[config.mk]
export PLATFORM = sky130hd
export DESIGN_NAME = down_counter_flat
export DESIGN_NICKNAME = d
export VERILOG_FILES = /design/src/rtl/down_counter_if.sv /design/src/rtl/down_counter.sv /design/src/flat_wrapper.sv
export SDC_FILE = /design/constraint.sdc
export NUM_CORES = 1
export LEC_CHECK = 0
export BUFFER_PORTS_ARGS = -buffer_cell sky130_fd_sc_hd__buf_2
export CAP_MARGIN = 25
export CORE_MARGIN = 2
export CORE_UTILIZATION = 25
export CTS_BUF_LIST = sky130_fd_sc_hd__clkbuf_8
export DETAILED_ROUTE_END_ITERATION = 8
export PLACE_DENSITY = 0.53
export REMOVE_ABC_BUFFERS = 1
export SYNTH_ARGS = -nofsm -noshare
export SYNTH_HDL_FRONTEND = slang
export SYNTH_SLANG_ARGS = --single-unit
[constraint.sdc]
create_clock -name clock -period 1.9 [get_ports clock]
set_clock_uncertainty 0.05 [all_clocks]
set_input_delay 0.285 -clock clock [delete_from_list [all_inputs] [get_ports clock]]
set_output_delay 0.285 -clock clock [all_outputs]
set_load 0.005 [all_outputs]
[src/rtl/down_counter_if.sv]
// Load/control/status bundle for down_counter.
// The slave modport is the counter side; the master modport is the controller side.
interface down_counter_if #(
  parameter int WIDTH = 4
);
  logic             io_load_valid;
  logic [WIDTH-1:0] io_load_value;
  logic             io_load_ready;
  logic             io_enable;
  logic             io_clear;
  logic [WIDTH-1:0] io_count;
  logic             io_underflow;
  logic             io_busy;

  modport slave (
    input  io_load_valid, io_load_value, io_enable, io_clear,
    output io_load_ready, io_count, io_underflow, io_busy
  );

  modport master (
    output io_load_valid, io_load_value, io_enable, io_clear,
    input  io_load_ready, io_count, io_underflow, io_busy
  );
endinterface

[src/rtl/down_counter.sv]
// Loadable down counter with IDLE/RUN/DONE control and a sticky underflow flag.
// Optional feature: define DOWN_COUNTER_AUTORELOAD_EN to restart from the last loaded value.
module down_counter #(
  parameter int WIDTH = 4
) (
  input logic           clock,
  input logic           reset,
  down_counter_if.slave bus
);
  typedef enum logic [1:0] {IDLE, RUN, DONE} state_t;

  state_t           state;
  logic [WIDTH-1:0] count;
  logic             underflow;
  logic             load_ready;
  logic             load_accept;
  logic             terminal;
`ifdef DOWN_COUNTER_AUTORELOAD_EN
  logic [WIDTH-1:0] reload;
`endif

  assign load_ready  = (state != RUN);
  assign load_accept = bus.io_load_valid && load_ready;
  // Loads and terminal count can never coincide: one needs RUN, the other forbids it.
  assign terminal    = (state == RUN) && bus.io_enable && (count == WIDTH'(1));

  always_ff @(posedge clock) begin
    if (reset) begin
      state     <= IDLE;
      count     <= '0;
      underflow <= 1'b0;
`ifdef DOWN_COUNTER_AUTORELOAD_EN
      reload    <= '0;
`endif
    end else if (load_accept) begin
      count <= bus.io_load_value;
`ifdef DOWN_COUNTER_AUTORELOAD_EN
      reload <= bus.io_load_value;
`endif
      if (bus.io_load_value != '0) begin
        state     <= RUN;
        underflow <= 1'b0;
      end else begin
        state     <= DONE;
        underflow <= 1'b1;
      end
    end else if (terminal) begin
      underflow <= 1'b1;
`ifdef DOWN_COUNTER_AUTORELOAD_EN
      count     <= reload;
`else
      count     <= '0;
      state     <= DONE;
`endif
    end else begin
      if (state == RUN && bus.io_enable) begin
        count <= count - WIDTH'(1);
      end
      if (bus.io_clear) begin
        underflow <= 1'b0;
      end
    end
  end

  assign bus.io_load_ready = load_ready;
  assign bus.io_count      = count;
  assign bus.io_underflow  = underflow;
  assign bus.io_busy       = (state == RUN);
endmodule

[src/flat_wrapper.sv]
// flat-port wrapper written by rule: the top's interface ports become plain ports
module down_counter_flat 
#(
  parameter int WIDTH = 4
)
  (clock, reset, bus_io_load_valid, bus_io_load_value, bus_io_enable, bus_io_clear, bus_io_load_ready, bus_io_count, bus_io_underflow, bus_io_busy);
  down_counter_if #(.WIDTH(WIDTH)) bus_i ();
  input logic clock;
  input logic reset;
  input wire logic [$bits(bus_i.io_load_valid)-1:0] bus_io_load_valid;
  input wire logic [$bits(bus_i.io_load_value)-1:0] bus_io_load_value;
  input wire logic [$bits(bus_i.io_enable)-1:0] bus_io_enable;
  input wire logic [$bits(bus_i.io_clear)-1:0] bus_io_clear;
  output wire logic [$bits(bus_i.io_load_ready)-1:0] bus_io_load_ready;
  output wire logic [$bits(bus_i.io_count)-1:0] bus_io_count;
  output wire logic [$bits(bus_i.io_underflow)-1:0] bus_io_underflow;
  output wire logic [$bits(bus_i.io_busy)-1:0] bus_io_busy;
  assign bus_i.io_load_valid = bus_io_load_valid;
  assign bus_i.io_load_value = bus_io_load_value;
  assign bus_i.io_enable = bus_io_enable;
  assign bus_i.io_clear = bus_io_clear;
  assign bus_io_load_ready = bus_i.io_load_ready;
  assign bus_io_count = bus_i.io_count;
  assign bus_io_underflow = bus_i.io_underflow;
  assign bus_io_busy = bus_i.io_busy;
  down_counter #(.WIDTH(WIDTH)) u_core (.clock(clock), .reset(reset), .bus(bus_i));
endmodule
==> flow_summary.toml <==
[place]
place_area_sq_um = 533.0
port_buffers = 15
dp_hpwl_um = 835.8
dp.cells = 82
place_congestion = 0.7665

[power]
p_per_area_nw_per_um2 = 856.6
p_leak_uw = 0.0002557
p_total_uw = 495.2
vdd_drop_max_mv = 0.2065

[clock_network]
clock-root-buffer = "clkbuf_8"
ctsResizeCount = 0
tritoncts = "done"
numCtsBuffers = 3
path_clk_slew_ns = 0.04
post-cts-setup-buffer-count = 0
htree_levels = 1
cts_buffer_depth = 2
cts_hold_buf = 0
clock_latency_ns = 0.23
clkSinkCount = 7

[drt]
route.detailed.drc = 0
finalWirelength_um = 1111
post_drt_via_cell_ratio = 5.349
drt_iter0_drc = 12
drtPass1Iterations = 4
vias = 460
detail_route.wl_per_cell_um = 12.92
postRouteAntennaNets = 0

[critical_path]
required_ns = 1.97
r2r_end = "u_core.state[0]"
crit_path_end = "u_core.state[0]"
crit_family = "simple AND/OR/NAND/NOR gates"
worstPathArrival_ns = 1.69
path_depth = 4
cp_slowest_cell = "dfxtp_1"
critPathKind = "flop to flop"
cp-startpoint = "u_core.bus.io_count[0]"
crit_buf_inv = 0
ff2ff_path_depth = 4
crit_path_end_kind = "flop"
ff2ff_setup_slack_ns = 0.28
worstSetupStartpointType = "flop"
crit_path_max_incr_delay_ns = 0.42
path_max_fanout = 6
path_cells = "ha_1 > or3b_4 > or2_4 > a41o_1"
r2r_start = "u_core.bus.io_count[0]"

[global_routing]
grt_pass1_vias = 414
grt-ovfl-total = 0
grt_pass1_wl_um = 1883
grt_max_degree = 9
grtUsageTotal_pct = 12.75
antenna_found_initial = 0

[floorplanning]
dieArea_sq_um = 2119
die_x_um = 46.03
die_h_um = 46.03
rows = 15
core_sq_um = 1689
num_io_pins = 16
start_util_pct = 26.15

[final_layout]
nets = 81
final_cell_area_sq_um = 578.1
finalNonFillerCells = 86
area_growth_pct = 30.88
drive_above_1_share_pct = 36.23
n_antenna_cell = 0

[timing]
setup_tns_ns = 0
fmax_mhz = 618.9
hold_viol = 0
period_minus_slack_ns = 1.616
worst_slew_pin_slew_ns = 0.5009
post-route-period-util_pct = 85.04
rsz0062_at_grt = "false"
maxSlewHeadroom_pct = 66.30
whs_ns = 0.2991
setup_violations = 0
maxSlewViolCount = 0

[synth]
yosys_warnings = 0
syn_area_sq_um = 441.7
yosysSeqAreaShare_pct = 31.73
synth_largest_area_cell = "dfxtp_1"
synth_top_area_share_pct = 31.73
syn_inst = 52
synth_cell_types = 26
synth_area_leaders = "dfxtp_1 32%, a31oi_1 5.7%, ha_1 5.7%"
syn_area_per_cell_sq_um = 8.494
synth_seq_cells = 7

[hold_path]
hp-start = "reset"
hold_path.class = "input port to flop"

[run]
maxCapViolCount = 0

[outcome]
status = "finished clean"
[synthesized netlist by cell type]
| cell | count |
|---|---|
| o31a_2 | 1 |
| or3b_4 | 1 |
| clkbuf_1 | 1 |
| a41o_1 | 1 |
| nand3_1 | 5 |
| dfxtp_1 | 7 |
| nor3_1 | 2 |
| o21ai_0 | 1 |
| xor2_1 | 1 |
| or2_4 | 1 |
| mux2_2 | 1 |
| a31oi_1 | 4 |
| nand3b_1 | 2 |
| nand2_1 | 2 |
| a21oi_1 | 1 |
| a2111oi_2 | 1 |
| buf_1 | 1 |
| a211oi_1 | 2 |
| and3b_1 | 1 |
| nor4_1 | 3 |
| o211ai_1 | 3 |
| nor2b_1 | 2 |
| ha_1 | 2 |
| inv_2 | 1 |
| inv_1 | 4 |
| buf_2 | 1 |
[cells in the final DEF (no fill, tap or decap), types with 3 or more instances in the layout]
cell type,instances
buf_2,15
dfxtp_1,7
inv_1,5
nand3_1,5
a31oi_1,4
o211ai_1,3
nor4_1,3
clkbuf_8,3
[report_power, final]
| part | internal (uW) | switching, uW |
|---|---|---|
| registers | 161 | 18.0 |
| clock network | 140 | 68.4 |
| logic | 52.2 | 55.2 |
[metrics by stage]
stage          setup WS [ns]  util (%)
2_1_floorplan         0.3489         -
3_3_place_gp          0.3410     31.56
3_5_place_dp          0.3084     31.56
4_1_cts               0.2867     34.22
5_1_grt               0.2078     34.22
6_report              0.2843     34.22
[layer usage]
metal	GRT usage, %	wire length, um	vias up
met3	3.571	75	2
met2	15.56	473	22
met5	0	0	-
li1	-	-	230
met1	18.59	543	206
met4	8.571	18	0
[final cells by class]
class / count / area [sq um]
Inverter: 5 / 18.77
Multi-Input combinational cell: 37 / 270.3
Tap cell: 17 / 21.27
Timing Repair Buffer: 16 / 82.58
Clock buffer: 3 / 41.29
Fill cell: 185 / 1111
Clock inverter: 1 / 3.754
Sequential cell: 7 / 140.1
[how the worst min path moves through the flow]
stage	end	slack, ns	cells after the start
after detailed placement	u_core.state[0]	0.48	1
after global placement	u_core.state[0]	0.48	1
final	u_core.bus.io_count[2]	0.30	2
after global routing	u_core.bus.io_count[2]	0.31	2
after CTS	u_core.bus.io_count[3]	0.29	2
after floorplan	u_core.bus.io_count[1]	0.30	1
[worst reg2reg max path: cells and delay by family, from the launching register on]
family	cells	cell delay (ns)
flip-flops	1	0.42
AO/OA/AOI/OAI	1	0.23
AND/OR/NAND/NOR	2	0.64
adder cells (fa/ha/maj)	1	0.17
[kinds of logic after synthesis]
| kind of cell | share of synthesized area (%) |
|---|---|
| AOI/OAI and AO/OA | 24.36 |
| xor gates and xnor gates | 1.983 |
| adders and majority gates | 5.665 |
| buffers and inverters | 7.078 |
| DFF | 31.73 |
| muxes | 2.549 |
| and+or+nand+nor | 26.63 |
[sequential cells by signal, summed over array words and instances, names as in the netlist]
name / flops
u_core.bus.io_count: 4
u_core.bus.io_underflow: 1
u_core.state: 2
No activity file was read; power rests on OpenSTA's default activity.
